### config.mk
export PLATFORM = sky130hd
export DESIGN_NAME = rr_arbiter16
export DESIGN_NICKNAME = d
export VERILOG_FILES = /design/src/rtl/arb_pkg.sv /design/src/rtl/pri_encoder16.sv /design/src/rtl/rr_arbiter16.sv
export SDC_FILE = /design/constraint.sdc
export NUM_CORES = 1
export LEC_CHECK = 0
export CAP_MARGIN = 20
export CORE_ASPECT_RATIO = 2
export CORE_MARGIN = 2
export CORE_UTILIZATION = 40
export CTS_CLUSTER_SIZE = 14
export DETAILED_ROUTE_END_ITERATION = 10
export DONT_BUFFER_PORTS = 1
export PLACE_DENSITY = 0.56
export REMOVE_ABC_BUFFERS = 1
export SYNTH_ARGS = -nofsm -noshare
export SYNTH_HDL_FRONTEND = slang
export SYNTH_SLANG_ARGS = --single-unit
### constraint.sdc
create_clock -name clk -period 5.4 [get_ports clk]
set_clock_uncertainty 0.2 [all_clocks]
set_input_delay 0.54 -clock clk [delete_from_list [all_inputs] [get_ports clk]]
set_output_delay 0.54 -clock clk [all_outputs]
set_load 0.02 [all_outputs]
### src/rtl/arb_pkg.sv
`default_nettype none
// =============================================================================
// arb_pkg : shared constants, state encoding and helpers for rr_arbiter16
// Revision: 1.0
// =============================================================================
package arb_pkg;

    localparam int ARB_N      = 16;
    localparam int ARB_IDX_W  = 4;
    localparam int ARB_HOLD_W = 8;

    typedef enum logic [0:0] {
        ST_IDLE = 1'b0,
        ST_BUSY = 1'b1
    } arb_state_e;

    // Next index in rotation order; the 4-bit add wraps 15 back to 0.
    function automatic logic [ARB_IDX_W-1:0] arb_next_idx(input logic [ARB_IDX_W-1:0] idx);
        return idx + ARB_IDX_W'(1);
    endfunction

endpackage
`default_nettype wire

### src/rtl/pri_encoder16.sv
`default_nettype none
// =============================================================================
// pri_encoder16 : 16-to-4 priority encoder, lowest set bit wins
// Revision: 1.0
// =============================================================================
module pri_encoder16
    import arb_pkg::*;
(
    input  logic [ARB_N-1:0]     req_i,
    output logic [ARB_IDX_W-1:0] idx_o,
    output logic                 valid_o
);

    always_comb begin
        idx_o   = '0;
        valid_o = |req_i;
        for (int i = ARB_N - 1; i >= 0; i--) begin
            if (req_i[i]) begin
                idx_o = ARB_IDX_W'(i);
            end
        end
    end

endmodule
`default_nettype wire

### src/rtl/rr_arbiter16.sv
`default_nettype none
// =============================================================================
// rr_arbiter16 : 16-way round-robin arbiter, hold-until-release, registered grant
// Optional forced release after MAX_HOLD cycles when ARB_TIMEOUT_EN is defined.
// Revision: 1.0
// =============================================================================
module rr_arbiter16
    import arb_pkg::*;
#(
    parameter int N        = ARB_N,
    parameter int IDX_W    = ARB_IDX_W,
    parameter int MAX_HOLD = 8
) (
    input  logic             clk,
    input  logic             rst_n,
    input  logic [N-1:0]     req_i,
    output logic [N-1:0]     gnt_o,
    output logic [IDX_W-1:0] gnt_idx_o,
    output logic             gnt_valid_o,
    output logic             timeout_o
);

    if (MAX_HOLD < 1 || MAX_HOLD > 255) begin : g_bad_max_hold
        $error("rr_arbiter16: MAX_HOLD must be in 1..255");
    end

    arb_state_e       state_q, state_d;
    logic [IDX_W-1:0] ptr_q, ptr_d;
    logic [IDX_W-1:0] idx_q, idx_d;
    logic [N-1:0]     gnt_q, gnt_d;
    logic             valid_q, valid_d;

    logic             w_force;
    logic             w_release;
    logic             w_new_grant;
    logic [IDX_W-1:0] w_ptr;
    logic [N-1:0]     w_req_m;
    logic [N-1:0]     w_rot;
    logic [IDX_W-1:0] w_enc_idx;
    logic             w_enc_valid;
    logic [IDX_W-1:0] w_win;

    // On release the owner is masked out, which also covers a forced eviction.
    always_comb begin
        w_release = (state_q == ST_BUSY) && (!req_i[idx_q] || w_force);
        w_ptr     = (state_q == ST_BUSY) ? arb_next_idx(idx_q) : ptr_q;
        w_req_m   = req_i;
        if (state_q == ST_BUSY) begin
            w_req_m[idx_q] = 1'b0;
        end
        for (int i = 0; i < N; i++) begin
            w_rot[i] = w_req_m[IDX_W'(i) + w_ptr];
        end
    end

    pri_encoder16 u_enc (
        .req_i   (w_rot),
        .idx_o   (w_enc_idx),
        .valid_o (w_enc_valid)
    );

    assign w_win       = w_enc_idx + w_ptr;
    assign w_new_grant = w_enc_valid && ((state_q == ST_IDLE) || w_release);

    always_comb begin
        state_d = state_q;
        ptr_d   = ptr_q;
        idx_d   = idx_q;
        gnt_d   = gnt_q;
        valid_d = valid_q;
        if (w_new_grant) begin
            state_d = ST_BUSY;
            gnt_d   = N'(1) << w_win;
            idx_d   = w_win;
            valid_d = 1'b1;
        end else if (w_release) begin
            state_d = ST_IDLE;
            gnt_d   = '0;
            idx_d   = '0;
            valid_d = 1'b0;
        end
        if (w_release) begin
            ptr_d = w_ptr;
        end
    end

`ifdef ARB_TIMEOUT_EN
    localparam logic [ARB_HOLD_W-1:0] c_HOLD_LAST = ARB_HOLD_W'(MAX_HOLD - 1);

    logic [ARB_HOLD_W-1:0] hold_cnt_q, hold_cnt_d;
    logic                  timeout_q, timeout_d;

    assign w_force     = (state_q == ST_BUSY) && req_i[idx_q] && (hold_cnt_q == c_HOLD_LAST);
    assign hold_cnt_d  = w_new_grant ? '0 :
                         (state_q == ST_BUSY) ? hold_cnt_q + ARB_HOLD_W'(1) : hold_cnt_q;
    assign timeout_d   = w_release && w_force;
    assign timeout_o   = timeout_q;
`else
    assign w_force     = 1'b0;
    assign timeout_o   = 1'b0;
`endif

    always_ff @(posedge clk or negedge rst_n) begin
        if (!rst_n) begin
            state_q    <= ST_IDLE;
            ptr_q      <= '0;
            idx_q      <= '0;
            gnt_q      <= '0;
            valid_q    <= 1'b0;
`ifdef ARB_TIMEOUT_EN
            hold_cnt_q <= '0;
            timeout_q  <= 1'b0;
`endif
        end else begin
            state_q    <= state_d;
            ptr_q      <= ptr_d;
            idx_q      <= idx_d;
            gnt_q      <= gnt_d;
            valid_q    <= valid_d;
`ifdef ARB_TIMEOUT_EN
            hold_cnt_q <= hold_cnt_d;
            timeout_q  <= timeout_d;
`endif
        end
    end

    assign gnt_o       = gnt_q;
    assign gnt_idx_o   = idx_q;
    assign gnt_valid_o = valid_q;

endmodule
`default_nettype wire

==> impl_metrics.toml, run 1 <==
[setup_path]
cp_data_required_time_ns = 5.38
worst_path_max_delay_cell = "mux4_2"
setup.worst_path.start_class = "flip-flop"
rr_endpoint = "gnt_o[11]$_DFFE_PN0P_"
cp.depth = 20
crit_type = "reg -> reg"
cp_top_family = "adder cells"
critical_path_buf_inv_count = 4
rr_startpoint = "gnt_idx_o[0]$_DFFE_PN0P_"
arrival_ns = 5.00
crit_start = "gnt_idx_o[0]$_DFFE_PN0P_"
crit_path_cell_trace = "inv_1 -> ha_1 -> mux2_4 -> inv_2 -> nand3_4 -> nor2_1 -> xnor2_1 -> mux4_2 -> nor2b_1 -> o211ai_1 -> a31oi_1 -> o311a_1 -> ha_1 -> inv_1 -> fa_1 -> xnor2_2 -> buf_4 -> nor3_1 -> a31oi_2 -> o2bb2ai_1"
cp_max_fo = 10
slowest_delay_ns = 0.57
ff2ff_path_depth = 20
cp-endpoint = "gnt_o[11]$_DFFE_PN0P_"
r2r_slack_ns = 0.38
end_kind = "flip-flop"

[timing]
min_period_over_period = 0.930
max_freq_mhz = 199
worstMarginPinSlew_ns = 0.678
setup_viol = 0
min_period_ns = 5.02
slew-limit-headroom = 0.548
finalHoldViolations = 0
tns_ns = 0
slew_viol_final = 0

[synthesis]
synth_adder_area_share = 0.0450
synth_cells = 307
yosysWarnings = 0
synth-seq-cells = 25
synth-xor-area-share = 0.0437
ys_async_sr_fraction = 1.00
synth_edf_count = 0
synth_compound_area_frac = 0.218
synth_seq_area_share = 0.212
synth_mux_area_frac = 0.224
ys_types = 69
syn-cell-area_um2 = 2950
synthFlopType = "dfrtp_1"
avgSynthCellArea_um2 = 9.61
synth_top_family_by_area = "multiplexers"
yosys.area_share.simple = 0.198

[clocking]
ctsRootBufferMaster = "clkbuf_16"
cts_made_buffers = 3
h-tree-depth = 1
clk_latency_ns = 0.26
clock-sinks = 25
clockBufferDepth = 2
clk_pin_slew_ns = 0.06
cts_tree = "built"

[grt]
grt_use_met2 = 0.435
grt_util_all_layers = 0.215
top_usage_layer = "met2"
grt.overflow.total = 0
antenna_found_initial = 0
grt_first_pass_wirelength_mm = 13.3
grt_max_degree = 26
use_met1 = 0.203
grt_pass1_vias = 2660
met3_usage = 0.0171

[die]
initial_core_util = 0.409
core-area_um2 = 7210
die_area_um2 = 8120
pin_count = 40
placementRows = 44
die_h_um = 125
die_w_um = 64.7

[min_path]
hold_path_class = "reg -> reg"

[placement]
io_buffers = 0
dpl.hpwl_mm = 7.20
gp_congestion = 0.851
place_inst = 403
dpl_cell_area_um2 = 3090

[final_layout]
multi_input_area_um2 = 2190
nNetsFinal = 348
area_growth_pct = 10.5
nFillCells = 706
drive_above_1_share = 0.266
insertedDiodeCount = 0
final_core_util = 0.452
regArea_um2 = 628
instances_no_fill = 411
final_area_um2 = 3260

[run]
drv_cap = 0

[outcome]
run_status = "finished, final reports clean"

[route]
avgViaCountPerCell = 6.05
ant_nets = 0
wl_mm = 8.54
drt-initial-drc-count = 109
vias = 2487
drc = 0
post_drt_wl_per_cell_um = 20.8
drt_pass1_iterations = 4
how the worst min path moves through the flow:
| stage | from | end | slack [ns] | cells after the start |
|---|---|---|---|---|
| 2_1_floorplan | rst_n | gnt_idx_o[0]$_DFFE_PN0P_ | 0.04 | 0 |
| 3_3_place_gp | rst_n | gnt_o[12]$_DFFE_PN0P_ | 0.05 | 0 |
| 3_5_place_dp | rst_n | gnt_o[12]$_DFFE_PN0P_ | 0.04 | 0 |
| 4_1_cts | ptr_q[1]$_DFFE_PN0P_ | ptr_q[1]$_DFFE_PN0P_ | 0.32 | 1 |
| 5_1_grt | ptr_q[1]$_DFFE_PN0P_ | ptr_q[1]$_DFFE_PN0P_ | 0.34 | 1 |
| 6_report | ptr_q[1]$_DFFE_PN0P_ | ptr_q[1]$_DFFE_PN0P_ | 0.32 | 1 |
cell usage in the layout, fill, tap and decap left out, drive strengths merged, types with 13 or more instances in the layout:
cell / count
o2bb2ai: 16
nand2: 28
inv: 13
nor2: 21
dfrtp: 25
mux2i: 16
mux4: 16
o21ai: 18
o22ai: 16
buf: 22
cells in the mapped netlist, types with 3 or more instances:
library cell | number | share of area
mux4_2 | 16 | 0.12
ha_1 | 9 | 0.038
dfrtp_1 | 25 | 0.21
mux2_2 | 9 | 0.034
o21ai_0 | 9 | 0.015
nor2_1 | 19 | 0.024
buf_6 | 4 | 0.015
or2_2 | 4 | 0.0085
nand2_1 | 25 | 0.032
mux2i_1 | 14 | 0.048
nand2b_1 | 12 | 0.025
o22ai_1 | 16 | 0.034
a31oi_1 | 5 | 0.011
a41oi_1 | 4 | 0.012
buf_4 | 3 | 0.0076
o211ai_1 | 4 | 0.010
o221ai_1 | 3 | 0.0089
nand3_1 | 6 | 0.010
a221oi_1 | 3 | 0.0089
o21ai_1 | 8 | 0.014
nor3_1 | 4 | 0.0068
nand3_2 | 3 | 0.010
inv_1 | 12 | 0.015
clkbuf_1 | 5 | 0.0064
xnor2_1 | 9 | 0.027
o2bb2ai_1 | 16 | 0.048
and2_1 | 3 | 0.0064
a211oi_1 | 5 | 0.013
through the flow:
step                hold WS [ns]  setup WS, ns
floorplan                 0.0444         0.135
global placement          0.0450         0.104
detailed placement        0.0450        0.0657
CTS                        0.318        0.0485
global route               0.344       -0.0195
finish                     0.321         0.380
registers in the layout, summed over array words and instances, names as in the netlist:
name,cells
gnt_o,16
gnt_idx_o,4
ptr_q,4
gnt_valid_o,1
per-layer routing:
metal	vias up	routed length, um
li1	1200	-
met1	1212	2790
met2	53	5130
met3	22	259
met4	0	358
met5	-	0
layout make-up:
type                    count  share of cell area
clock buffers               4              0.0242
well taps                  92              0.0353
multi-input cells         253               0.674
inverters                  14              0.0165
repair buffers             23              0.0576
flip-flops and latches     25               0.193
what timing repair did:
item,4_1_cts,5_1_grt
setup endpoints to repair,0,16
buffers inserted,0,2
endpoints found under the hold margin,25,0
gates resized for setup,0,8
hold buffers,2,0
worst register-to-register path: cells and delay by family (launching register included):
family / cells / cell delay, ns
AO/OA/AOI/OAI: 5 / 0.92
buffers and inverters: 4 / 0.48
flip-flops: 1 / 0.43
XOR/XNOR: 2 / 0.37
AND/OR/NAND/NOR: 4 / 0.72
multiplexers: 2 / 0.91
adder cells (fa/ha/maj): 3 / 0.94
logic make-up after synthesis:
kind of cell / Yosys count
AO/OA/AOI/OAI: 88
XOR/XNOR: 13
adder cells (fa/ha/maj): 10
buffers and inverters: 29
flip-flops: 25
multiplexers: 42
other: 1
AND/OR/NAND/NOR: 99
Power of run 1 is not shown: default switching activity piles up to over one toggle a cycle in this logic, so the estimate is an artifact.
==> run 2, diff against run 1 <==
--- a/config.mk
+++ b/config.mk
@@ -13,6 +13,7 @@
 export DETAILED_ROUTE_END_ITERATION = 10
 export DONT_BUFFER_PORTS = 1
 export PLACE_DENSITY = 0.56
+export RECOVER_POWER = 25
 export REMOVE_ABC_BUFFERS = 1
 export SYNTH_ARGS = -nofsm -noshare
 export SYNTH_HDL_FRONTEND = slang
==> run 2 against run 1 <==
Compared with the run above: routed wire length about the same; non-clock buffer count unchanged; first-iteration DRC count down 14%; sequential share of layout area up 0.097 points; flip-flop and latch count unchanged; critical path depth unchanged; die area unchanged; final area down 0.50%; register-to-register slack about the same; critical path type unchanged; critical endpoint unchanged; cell count unchanged.
==> impl_metrics.toml, run 2 (synthesis results as in run 1) <==
[timing]
min_period_over_period = 0.930
max_freq_mhz = 199
worstMarginPinSlew_ns = 1.35
finalHoldViolations = 0
fin_ws_ns = 0.379
min_period_ns = 5.02
slew-limit-headroom = 0.101
slew_viol_final = 0
setup_viol = 0
tns_ns = 0

[die]
die_h_um = 125
core-area_um2 = 7210
die_w_um = 64.7
die_area_um2 = 8120
placementRows = 44
initial_core_util = 0.409
pin_count = 40

[final_layout]
largest_reg_flops = 16
area_growth_pct = 9.93
final_common_cell = "nand2_1"
drive_above_1_share = 0.263
mostFrequentLayoutCells = "nand2_1, dfrtp_1, buf_4, nor2_1"
final_area_um2 = 3240
insertedDiodeCount = 0
nFillCells = 709
instances_no_fill = 411
nNetsFinal = 348

[placement]
place_ws_ns = 0.0657
place_inst = 403
gp_congestion = 0.851
dpl.hpwl_mm = 7.20
io_buffers = 0
dpl_cell_area_um2 = 3090

[setup_path]
ff2ff_path_depth = 20
arrival_ns = 5.00
crit_path_cell_trace = "inv_1 -> ha_1 -> mux2_4 -> inv_2 -> nand3_4 -> nor2_1 -> xnor2_1 -> mux4_2 -> nor2b_1 -> o211ai_1 -> a31oi_1 -> o311a_1 -> ha_1 -> inv_1 -> fa_1 -> xnor2_2 -> buf_4 -> nor3_1 -> a31oi_2 -> o2bb2ai_1"
r2r_slack_ns = 0.38
rr_startpoint = "gnt_idx_o[0]$_DFFE_PN0P_"
rr_endpoint = "gnt_o[11]$_DFFE_PN0P_"
slowest_delay_ns = 0.57
crit_type = "reg -> reg"
crit_start = "gnt_idx_o[0]$_DFFE_PN0P_"
cp-endpoint = "gnt_o[11]$_DFFE_PN0P_"
worst_path_max_delay_cell = "mux4_2"
cp_max_fo = 10
cp_data_required_time_ns = 5.38
setup.worst_path.start_class = "flip-flop"
end_kind = "flip-flop"

[min_path]
hold_path_class = "reg -> reg"
min_path_cells = 1

[route]
wl_mm = 8.54
avgViaCountPerCell = 6.06
drt-initial-drc-count = 94
drc = 0
routed-wl-met2_mm = 5.11
wl_met3_um = 254
drt_pass1_iterations = 4
top_layer = "met4"
ant_nets = 0
wl_met1_mm = 2.81
post_drt_wl_per_cell_um = 20.8
vias = 2489

[run]
drv_cap = 0

[grt]
grt_first_pass_wirelength_mm = 13.3
grt.overflow.total = 0
grt_pass1_vias = 2660
grt_max_degree = 26
antenna_found_initial = 0
grt_util_all_layers = 0.215

[clocking]
clk_pin_slew_ns = 0.06
clockBufferDepth = 2
clk_latency_ns = 0.26
h-tree-depth = 1
clock-sinks = 25
cts_made_buffers = 3
ctsRootBufferMaster = "clkbuf_16"
cts_tree = "built"

[outcome]
run_status = "finished, final reports clean"
==> run 2: how the worst min path moves through the flow <==
stage	slack [ns]	start	end
floorplan	0.04	rst_n	gnt_idx_o[0]$_DFFE_PN0P_
global placement	0.05	rst_n	gnt_o[12]$_DFFE_PN0P_
detailed placement	0.04	rst_n	gnt_o[12]$_DFFE_PN0P_
CTS	0.32	ptr_q[1]$_DFFE_PN0P_	ptr_q[1]$_DFFE_PN0P_
global route	0.34	ptr_q[1]$_DFFE_PN0P_	ptr_q[1]$_DFFE_PN0P_
finish	0.32	ptr_q[1]$_DFFE_PN0P_	ptr_q[1]$_DFFE_PN0P_
==> run 2: what timing repair did <==
item | CTS | global route
buffers inserted | 0 | 2
resized for setup | 0 | 8
endpoints found under the hold margin | 25 | 0
hold buffers | 2 | 0
setup endpoints to repair | 0 | 16
==> run 2: area by class of cell <==
type,instances,area (um^2),share of cell area
clock buffers,4,78.8,0.0243
repair buffers,23,171,0.0529
inverters,14,53.8,0.0166
well taps,92,115,0.0355
flip-flops and latches,25,628,0.194
multi-input cells,253,2190,0.677
==> run 2: metrics by stage <==
| stage | utilization | hold slack (ns) |
|---|---|---|
| 4_1_cts | 0.444 | 0.318 |
| 6_report | 0.450 | 0.320 |
| 3_3_place_gp | 0.429 | 0.0450 |
| 2_1_floorplan | - | 0.0444 |
| 3_5_place_dp | 0.429 | 0.0450 |
| 5_1_grt | 0.450 | 0.344 |
==> run 2: critical path, delay by kind of cell (launching register included) <==
family	cells	cell delay, ns
simple gates	4	0.71
buf+inv	4	0.47
mux	2	0.91
compound gates	5	0.92
flops	1	0.43
xor+xnor	2	0.37
fa+ha+maj	3	0.94
==> run 2: routing by layer <==
layer,vias to the layer above,track usage
li1,1201,-
met1,1213,0.203
met2,53,0.435
met3,22,0.0171
met4,0,0.103
met5,-,0
Power of run 2 is left out for the same reason.
